===== config.mk =====
export PLATFORM = sky130hd
export DESIGN_NAME = log2_pipe
export DESIGN_NICKNAME = d
export VERILOG_FILES = /design/src/rtl/nlf_log_pkg.sv /design/src/rtl/lod_norm.sv /design/src/rtl/log2_pipe.sv
export SDC_FILE = /design/constraint.sdc
export NUM_CORES = 1
export LEC_CHECK = 0
export BUFFER_PORTS_ARGS = -buffer_cell sky130_fd_sc_hd__buf_4
export CORE_MARGIN = 10
export CORE_UTILIZATION = 50
export DETAILED_ROUTE_END_ITERATION = 12
export PLACE_DENSITY = 0.75
export SKIP_LAST_GASP = 1
export SYNTH_ARGS = -nofsm -noshare
export SYNTH_HDL_FRONTEND = slang
export SYNTH_SLANG_ARGS = --single-unit

===== constraint.sdc =====
create_clock -name clk -period 6.75 [get_ports clk]
set_input_delay 0.675 -clock clk [delete_from_list [all_inputs] [get_ports clk]]
set_output_delay 0.675 -clock clk [all_outputs]
set_load 0.01 [all_outputs]

===== src/rtl/nlf_log_pkg.sv =====
// Shared constants, mode encoding and the elaboration-time correction-LUT builder
// for the nonlinear-function log units.
package nlf_log_pkg;

  localparam int unsigned LN2_Q16     = 45426;
  localparam int unsigned LOG10_2_Q16 = 19728;

  // The LUT is returned at its largest supported size; callers index the first 2^seg_bits.
  localparam int unsigned CorrLutMax  = 256;
  localparam int unsigned CorrEntryW  = 16;
  localparam int unsigned LogFracBits = 24;

  typedef enum logic [1:0] {
    MODE_LOG2  = 2'd0,
    MODE_LN    = 2'd1,
    MODE_LOG10 = 2'd2
  } mode_e;

  typedef logic [CorrLutMax-1:0][CorrEntryW-1:0] corr_lut_t;

  // Entry s = round(2^frac_out * (log2(1 + s/2^seg_bits) - s/2^seg_bits)).
  // log2 of the mantissa is produced bit-serially by repeated squaring in Q30.
  function automatic corr_lut_t corr_lut(input int unsigned seg_bits,
                                         input int unsigned frac_out);
    logic [63:0] x;
    logic [63:0] lg;
    logic [63:0] diff;
    corr_lut = '0;
    for (int unsigned s = 0; s < CorrLutMax; s++) begin
      if (s < (32'd1 << seg_bits)) begin
        x  = ((64'd1 << seg_bits) + 64'(s)) << (30 - seg_bits);
        lg = '0;
        for (int unsigned b = 0; b < LogFracBits; b++) begin
          x  = (x * x) >> 30;
          lg = lg << 1;
          if (x >= (64'd1 << 31)) begin
            x  = x >> 1;
            lg = lg | 64'd1;
          end
        end
        diff = lg - (64'(s) << (LogFracBits - seg_bits));
        corr_lut[s] = CorrEntryW'((diff + (64'd1 << (LogFracBits - 1 - frac_out)))
                                  >> (LogFracBits - frac_out));
      end
    end
  endfunction

endpackage


===== src/rtl/lod_norm.sv =====
// Leading-one detector plus normaliser: returns the leading-one position and the
// FRAC_OUT bits directly below it (zero-padded, truncated).
module lod_norm #(
  parameter int unsigned IN_WIDTH = 16,
  parameter int unsigned FRAC_OUT = 8,
  parameter int unsigned PW       = (IN_WIDTH > 1) ? $clog2(IN_WIDTH) : 1
) (
  input  logic [IN_WIDTH-1:0] data_i,
  output logic [PW-1:0]       pos_o,
  output logic [FRAC_OUT-1:0] frac_o
);

  localparam int unsigned ExtW = IN_WIDTH - 1 + FRAC_OUT;

  logic [PW-1:0]   shamt;
  logic [ExtW-1:0] ext;

  always_comb begin
    pos_o = '0;
    for (int i = 0; i < IN_WIDTH; i++) begin
      if (data_i[i]) begin
        pos_o = PW'(i);
      end
    end
  end

  // The leading one is shifted out past the top of ext, so it is dropped for free.
  always_comb begin
    shamt  = PW'(IN_WIDTH - 1) - pos_o;
    ext    = {data_i[IN_WIDTH-2:0], {FRAC_OUT{1'b0}}} << shamt;
    frac_o = FRAC_OUT'(ext >> (IN_WIDTH - 1));
  end

endmodule


===== src/rtl/log2_pipe.sv =====
// Four-stage streaming fixed-point logarithm (log2 / ln / log10) using Mitchell's
// approximation with a segment-LUT correction; the whole pipe freezes under back-pressure.
module log2_pipe
  import nlf_log_pkg::*;
#(
  parameter int unsigned IN_WIDTH  = 16,
  parameter int unsigned FRAC_IN   = 8,
  parameter int unsigned OUT_WIDTH = 16,
  parameter int unsigned FRAC_OUT  = 8,
  parameter int unsigned SEG_BITS  = 3
) (
  input  logic                 clk,
  input  logic                 rst,
  input  logic                 in_valid,
  output logic                 in_ready,
  input  logic [IN_WIDTH-1:0]  in_data,
  input  logic [1:0]           in_mode,
  output logic                 out_valid,
  input  logic                 out_ready,
  output logic [OUT_WIDTH-1:0] out_data,
  output logic                 out_zero
);

  localparam int unsigned PW = (IN_WIDTH > 1) ? $clog2(IN_WIDTH) : 1;
  localparam int unsigned EW = PW + 2;
  localparam int unsigned YW = OUT_WIDTH + 1;

  localparam corr_lut_t CorrLut = corr_lut(SEG_BITS, FRAC_OUT);

  localparam longint OutMax    = (64'sd1 <<< (OUT_WIDTH - 1)) - 64'sd1;
  localparam longint OutMin    = -(64'sd1 <<< (OUT_WIDTH - 1));
  localparam longint RoundHalf = 64'sd1 <<< 15;
  localparam logic [OUT_WIDTH-1:0] MinOut = {1'b1, {(OUT_WIDTH - 1){1'b0}}};

  logic en;

  // S1: captured operand
  logic                s1_valid_q, s1_valid_d;
  logic [IN_WIDTH-1:0] s1_data_q, s1_data_d;
  logic                s1_zero_q, s1_zero_d;
  mode_e               s1_mode_q, s1_mode_d;

  // S2: exponent and normalised fraction
  logic                 s2_valid_q, s2_valid_d;
  logic signed [EW-1:0] s2_exp_q, s2_exp_d;
  logic [FRAC_OUT-1:0]  s2_frac_q, s2_frac_d;
  logic                 s2_zero_q, s2_zero_d;
  mode_e                s2_mode_q, s2_mode_d;

  // S3: corrected log2 with one guard bit
  logic                 s3_valid_q, s3_valid_d;
  logic signed [YW-1:0] s3_y_q, s3_y_d;
  logic                 s3_zero_q, s3_zero_d;
  mode_e                s3_mode_q, s3_mode_d;

  // S4: output register
  logic                 out_valid_q, out_valid_d;
  logic [OUT_WIDTH-1:0] out_data_q, out_data_d;
  logic                 out_zero_q, out_zero_d;

  logic [PW-1:0]       lod_pos;
  logic [FRAC_OUT-1:0] lod_frac;
  logic [SEG_BITS-1:0] seg;
  int                  y_full;
  longint              scaled;
  longint              clamped;

  assign en        = ~out_valid_q | out_ready;
  assign in_ready  = en;
  assign out_valid = out_valid_q;
  assign out_data  = out_data_q;
  assign out_zero  = out_zero_q;

  lod_norm #(
    .IN_WIDTH (IN_WIDTH),
    .FRAC_OUT (FRAC_OUT),
    .PW       (PW)
  ) u_lod_norm (
    .data_i (s1_data_q),
    .pos_o  (lod_pos),
    .frac_o (lod_frac)
  );

  always_comb begin
    seg    = s2_frac_q[FRAC_OUT-1 -: SEG_BITS];
    y_full = (int'(s2_exp_q) <<< FRAC_OUT) + int'(s2_frac_q) + int'(CorrLut[seg]);
  end

  always_comb begin
    case (s3_mode_q)
      MODE_LN:    scaled = (longint'(s3_y_q) * longint'(LN2_Q16) + RoundHalf) >>> 16;
      MODE_LOG10: scaled = (longint'(s3_y_q) * longint'(LOG10_2_Q16) + RoundHalf) >>> 16;
      default:    scaled = longint'(s3_y_q);
    endcase
    if (scaled > OutMax) begin
      clamped = OutMax;
    end else if (scaled < OutMin) begin
      clamped = OutMin;
    end else begin
      clamped = scaled;
    end
  end

  always_comb begin
    s1_valid_d  = s1_valid_q;
    s1_data_d   = s1_data_q;
    s1_zero_d   = s1_zero_q;
    s1_mode_d   = s1_mode_q;
    s2_valid_d  = s2_valid_q;
    s2_exp_d    = s2_exp_q;
    s2_frac_d   = s2_frac_q;
    s2_zero_d   = s2_zero_q;
    s2_mode_d   = s2_mode_q;
    s3_valid_d  = s3_valid_q;
    s3_y_d      = s3_y_q;
    s3_zero_d   = s3_zero_q;
    s3_mode_d   = s3_mode_q;
    out_valid_d = out_valid_q;
    out_data_d  = out_data_q;
    out_zero_d  = out_zero_q;

    if (en) begin
      s1_valid_d = in_valid;
      if (in_valid) begin
        s1_data_d = in_data;
        s1_zero_d = (in_data == '0);
        // Reserved mode 3 behaves as plain log2.
        s1_mode_d = (in_mode == 2'd3) ? MODE_LOG2 : mode_e'(in_mode);
      end

      s2_valid_d = s1_valid_q;
      s2_exp_d   = $signed(EW'(lod_pos)) - $signed(EW'(FRAC_IN));
      s2_frac_d  = lod_frac;
      s2_zero_d  = s1_zero_q;
      s2_mode_d  = s1_mode_q;

      s3_valid_d = s2_valid_q;
      s3_y_d     = YW'(y_full);
      s3_zero_d  = s2_zero_q;
      s3_mode_d  = s2_mode_q;

      out_valid_d = s3_valid_q;
      out_data_d  = s3_zero_q ? MinOut : OUT_WIDTH'(clamped);
      out_zero_d  = s3_zero_q;
    end
  end

  always_ff @(posedge clk or negedge rst) begin
    if (!rst) begin
      s1_valid_q  <= 1'b0;
      s1_data_q   <= '0;
      s1_zero_q   <= 1'b0;
      s1_mode_q   <= MODE_LOG2;
      s2_valid_q  <= 1'b0;
      s2_exp_q    <= '0;
      s2_frac_q   <= '0;
      s2_zero_q   <= 1'b0;
      s2_mode_q   <= MODE_LOG2;
      s3_valid_q  <= 1'b0;
      s3_y_q      <= '0;
      s3_zero_q   <= 1'b0;
      s3_mode_q   <= MODE_LOG2;
      out_valid_q <= 1'b0;
      out_data_q  <= '0;
      out_zero_q  <= 1'b0;
    end else begin
      s1_valid_q  <= s1_valid_d;
      s1_data_q   <= s1_data_d;
      s1_zero_q   <= s1_zero_d;
      s1_mode_q   <= s1_mode_d;
      s2_valid_q  <= s2_valid_d;
      s2_exp_q    <= s2_exp_d;
      s2_frac_q   <= s2_frac_d;
      s2_zero_q   <= s2_zero_d;
      s2_mode_q   <= s2_mode_d;
      s3_valid_q  <= s3_valid_d;
      s3_y_q      <= s3_y_d;
      s3_zero_q   <= s3_zero_d;
      s3_mode_q   <= s3_mode_d;
      out_valid_q <= out_valid_d;
      out_data_q  <= out_data_d;
      out_zero_q  <= out_zero_d;
    end
  end

endmodule


# Word level (Yosys, flattened, before mapping)
# Memory sizes are Yosys's and may differ from the RTL's.
# Index checks and enable logic that the tools add are counted.
# classes
n_bitwise	2
multipliers	2
n_shift	1
mux	21
n_div	0
add_sub_neg	6
n_eq_ne	3
n_lt_le_gt_ge	3
n_reduce_logical	2
# op_table
cell	count
$pmux W64 S2	1
$gt A64 B16 Y1 const B	1
$lt A64 B16 Y1 const B	1
$mux W16	4
$mux W4	14
$add A34 B17 Y35 const B	1
$add A33 B17 Y34 const B	1
$mul A17 B16 Y33 const B	1
$mul A17 B12 Y29 const B	1
$shl A23 B4 Y23	1
$add A14 B17 Y17	1
$logic_not A16 Y1	1
$add A13 B9 Y14	1
$lt A3 B9 Y1 const B	1
$sub A4 B4 Y5 const B	1
$eq A2 B2 Y1 const B	2
$sub A4 B4 Y4 const A	1
$eq A2 B1 Y1 const B	1
$mux W2	1
$reduce_and A2 Y1	1
$mux W1	1
$not A1 Y1	1
$or A1 B1 Y1	1
# word_totals
latch_bits	0
ramBits	0
register_bits	76
mem_count	1
mem_bits_ro	128
# mem_list
name	depth	word_bits	rd	rd_ports_with_merged_regs	write_ports	line_no	source
(no name shown)	8	16	1	0	0	log2_pipe.sv:86	y_full = (int'(s2_exp_q) <<< FRAC_OUT) + int'(s2_frac_q) + int'(CorrLut[seg]);

# Longest topological paths before layout
# logic_depth
depth_word	17
mapped_depth	29
ltp_nobuf	27

# Cells and area by module
# Synthesis repeated with hierarchy kept, for this count alone.
# hier_totals
hier_cells	1581
hier_area_um2	14089.8
# by_module_without_submodules
mod	cells_per_inst	instances	seq_area_each_um2	area_per_inst_um2
log2_pipe	1455	1	1876.8	13180.1
lod_norm	126	1	0.0	909.6

# Worst setup path after synthesis
# Ideal clock, no wire load.
# synth_timing
path_kind	flip-flop to flip-flop
start	reg s3_y_q[16]
end	reg out_data_q[13], in the netlist out_data[13]
n_path_buf	2
arrival_time_ns	7.306
path_slack_ns	-0.677
setup_time_ns	0.122
synth_period_minus_slack_ns	7.427
required_ns	6.628
stages_incl_launch_ff	25
cell_sequence	dfrtp_1 > inv_1 > fa_1 > inv_1 > fa_1 > fa_1 > fa_1 > inv_1 > fa_1 > inv_1 > ha_1 > buf_2 > a21oi_2 > o21ai_1 > or2_2 > o31ai_1 > xor2_1 > or4b_4 > nor4_2 > xor2_1 > a211oi_2 > nand2_1 > a41oi_2 > buf_6 > nand3_2
# synth_via
elab_chain_len	7
elab_cells_between_ends	10
# synth_rtl
element	line_no	source
start, declared	log2_pipe.sv:52	logic signed [YW-1:0] s3_y_q, s3_y_d;
start signal, assigned	log2_pipe.sv:177	s3_y_q <= s3_y_d;
$mul A17 B16 Y33 or $mul A17 B12 Y29 (tied branches)	log2_pipe.sv:91, log2_pipe.sv:92	
$add A34 B17 Y35 or $add A33 B17 Y34 (tied branches)	log2_pipe.sv:91, log2_pipe.sv:92	
$pmux W64 S2 *	log2_pipe.sv:90	case (s3_mode_q)
$lt A64 B16 Y1	log2_pipe.sv:97	end else if (scaled < OutMin) begin
$mux W16	log2_pipe.sv:97	
$mux W16 *	log2_pipe.sv:95	if (scaled > OutMax) begin
$mux W16 *	log2_pipe.sv:143	out_data_d = s3_zero_q ? MinOut : OUT_WIDTH'(clamped);
end signal, assigned	log2_pipe.sv:181	out_data_q <= out_data_d;
end, declared	log2_pipe.sv:58	logic [OUT_WIDTH-1:0] out_data_q, out_data_d;
# Every way passes the cells marked *; elsewhere a longest branch is shown, timed or not.
# A chain may end at the register's enable or synchronous reset.

# Final worst setup path
# layout_timing
start	reg s3_y_q[9]
end	reg out_data_q[0], in the netlist out_data[0]
# The elaborated chain is that of the path after synthesis.

==> impl_results.md <==
- Final wirelength: 42.9 mm
- Die span in x: 186 µm
- Post-synth ARST share: 100%
- Main combinational cell family by area after synthesis: adder cells
- Final number of max-transition violations: 0
- Required time of the worst setup path: 7040 ps
- # setup viols final: 15
- Die boundary height: 186 µm
- Stage delay of the slowest cell on the critical path: 620 ps
- Crit-path most repeated cell: fa_1
- DR DRC count: 0
- Synthesized-area fraction occupied by and/or/nand/nor cells: 13.2%
- Number of diodes: 0
- Number of vias in the routed layout: 12400
- Cells taking the most area after synthesis: fa_1, ha_1, dfrtp_1, inv_1, nand2_1
- Kind of start point of the critical path: flop
- Number of sinks handled by clock tree synthesis: 75
- Maximum operating frequency: 143 MHz
- Synth Flop Type: dfrtp_1
- GP Congestion: 1.01
- Clock slew at the register clock pins of the worst setup and hold paths: 60 ps
- Compound-gate portion of the synthesized area: 16.3%
- Total global routing track utilization: 24.4%
- End of the worst hold path: out_valid
- Initial standard-cell utilization of the core: 51.1%
- Count of warnings emitted by yosys: 0
- Clock skew: 9.22 ps
- CP max FO: 8
- Worst skew pair latency: 350 ps
- Mean instance size in the synthesized netlist: 9.02 µm²
- Depth of the most critical reg-to-reg path: 25
- Number of buffers on the longest clock path: 2
- Final worst setup slack: -240 ps
- Critical path data arrival time: 7280 ps
- Type of the most critical hold path: reg -> reg
- Root Buffer: clkbuf_16
- Number of nets at the end of the flow: 2121
- Core region area: 0.0271 mm²
- Clock tree from TritonCTS: done
- Reg-to-reg critical path endpoint: out_data[0]
- Endpoint kind of the worst setup timing path: flop
- DRC marker count from the first detailed-route iteration: 985
- Area added between synthesis and finish: 23.1%
- Hold Slack: 454 ps
- Number of buffers created by CTS: 9
- Worst Setup Path Type: reg -> reg
- Wire length of the first global-routing pass: 69.1 mm
- Top cell family by delay on the critical path: adder cells
- Run status: complete, but fails checks
- Area leader, netlist: fa_1
- Row count: 60
- Post-synthesis cell area: 0.0138 mm²
- Top-level I/O count: 41
- Number of search-and-repair iterations in the first detailed-routing pass: 6
- Post-DP HPWL: 35.2 mm
- Number of buffer and inverter stages on the critical path: 6
- Fraction of post-synthesis cell area in the top cell type by area: 21.5%
- Final hold violations: 0
- Number of nets produced by synthesis: 1912
- FF-to-FF setup slack: -240 ps
- RSZ-0062 raised after global routing: true
- Hold wc startpoint: s3_valid_q
- Port buffer count: 40
- Number of synthesized flops with an enable pin: 0
- Final global-route overflow total: 0
- Max-cap violation count: 0
- Post-Synth Adder-Cell Area: 40.2%
- Cell count of the worst hold path: 1
- Transition time at the pin with the least slew margin: 1130 ps
- Share of the yosys chip area belonging to registers: 13.6%
- Max-Slew Margin vs Limit: 24.7%
- Detail-routed net length per standard cell: 20.3 µm
- H-Tree Depth: 3
- Die Area: 0.0348 mm²
- Final Critical Period: 6990 ps
- Xor-xnor portion of the synthesized cell area: 3.73%
- Share of the clock period used by the worst path after layout: 104%
- Initial antenna violation count: 0
- Reg-to-reg startpoint: s3_y_q[9]
- Cell with the biggest individual delay on the critical path: or4_4
- Via count of the first global-routing pass: 12800
- Proportion of layout cells with a drive suffix above 1: 25.3%
- Hold buffer count at CTS: 0
- Violated checks: setup timing
- Count of state elements after synthesis: 75
- Average vias per placed instance: 5.86
- Maximum number of pins on one net before global-route repair: 76
- Mux cell area share after synthesis: 3.66%
- Number of different library cells in the post-synthesis netlist: 87
- Post-Syn Instances: 1535
- Post-DRT Antenna Nets: 0
registers in the layout, summed over array words and instances, names as in the netlist, 2 cells and up:
register   flops
s3_mode_q      2
s3_y_q        17
s2_mode_q      2
out_data      16
s1_mode_q      2
s2_exp_q       4
s2_frac_q      8
s1_data_q     16
cells in the final DEF (no fill, tap or decap), types with 11 or more instances in the layout:
master / netlist / layout
xnor2_1: 38 / 38
nand2_1: 124 / 123
o211ai_1: 13 / 13
a21o_1: 24 / 24
inv_2: 0 / 11
a21oi_1: 69 / 62
nand4_1: 17 / 17
inv_1: 284 / 272
ha_4: 0 / 25
o21a_1: 15 / 15
nor4_1: 14 / 14
ha_1: 206 / 179
fa_1: 149 / 143
buf_4: 1 / 237
nor2_1: 59 / 54
xor2_1: 21 / 21
nand3_1: 26 / 20
a22oi_1: 14 / 12
o21ai_0: 54 / 49
nor3_1: 24 / 18
mux2_2: 19 / 19
dfrtp_1: 75 / 65
buf_6: 2 / 12
mux2i_1: 18 / 17
worst max path at each step:
stage	start	end	slack (ps)	cells past startpoint
5_1_grt	s3_y_q[7]	out_data[6]	-440	29
6_report	s3_y_q[9]	out_data[0]	-240	25
3_3_place_gp	s3_y_q[12]	out_data[14]	-270	25
4_1_cts	s3_y_q[11]	out_data[14]	-90	27
2_1_floorplan	s3_y_q[7]	out_data[13]	2	29
3_5_place_dp	s3_y_q[12]	out_data[14]	-360	25
what timing repair did:
item / CTS / global route
setup buffers: 26 / 7
gates resized for setup: 106 / 28
pin swaps: 74 / 40
cloned: 2 / 0
setup endpoints to repair: 16 / 16
metrics by stage:
| stage | setup slack [ps] | area, µm² | setup TNS [ps] | utilization, % | instances |
|---|---|---|---|---|---|
| global route | -437 | 17000 | -6100 | 62.9 | 2120 |
| global placement | -273 | 15800 | -3900 | 58.4 | 2073 |
| floorplan | 1.85 | 13900 | 0 | - | 1535 |
| detailed placement | -364 | 15800 | -5320 | 58.4 | 2073 |
| CTS | -90.6 | 16900 | -1120 | 62.5 | 2115 |
| finish | -240 | 17000 | -3290 | 62.9 | 2120 |
worst reg2reg max path, stage by stage (launching register included):
cell       delay, ps
dfrtp_2          450
buf_4            160
ha_4             280
inv_1             70
fa_1             500
inv_1             40
ha_1             300
fa_1             470
fa_1             580
fa_1             470
ha_4             330
a21o_1           160
buf_4            130
a31o_2           220
nor4_1           100
nor4b_4          360
nand4bb_1        200
or4_4            620
nor4_4           310
xor2_1           200
a211oi_2         100
buf_4            190
o32ai_4          310
buf_6            200
a22oi_1           80
nand2_1           90
cell usage after synthesis, types with 21 or more instances:
cell type,n
xor2_1,21
dfrtp_1,75
a21oi_1,69
nand3_1,26
a21o_1,24
nor2_1,59
nor3_1,24
fa_1,149
ha_1,206
inv_1,284
xnor2_1,38
o21ai_0,54
nand2_1,124
clkbuf_1,32
per-layer routing:
layer	wire (µm)	GRT usage, %
met1	17300	30.5
met2	20400	40.8
met3	2810	3.39
met4	2410	11.7
met5	0	0
logic make-up after synthesis:
| group | count (synthesis) |
|---|---|
| multiplexers | 42 |
| buffers and inverters | 336 |
| AND/OR/NAND/NOR | 351 |
| flip-flops | 75 |
| AO/OA/AOI/OAI | 317 |
| adder cells (fa/ha/maj) | 355 |
| XOR/XNOR | 59 |
layout make-up:
cell class | instances | area, µm²
Fill cell | 2114 | 10100
Inverter | 284 | 1070
Sequential cell | 75 | 1890
Tap cell | 372 | 465
Clock buffer | 10 | 239
Timing Repair Buffer | 250 | 1930
Multi-Input combinational cell | 1124 | 11400
Clock inverter | 5 | 30.0
Power is left out: the tool's default activity adds up to more than one toggle a clock period on the data nets, which glitch-free logic cannot reach.
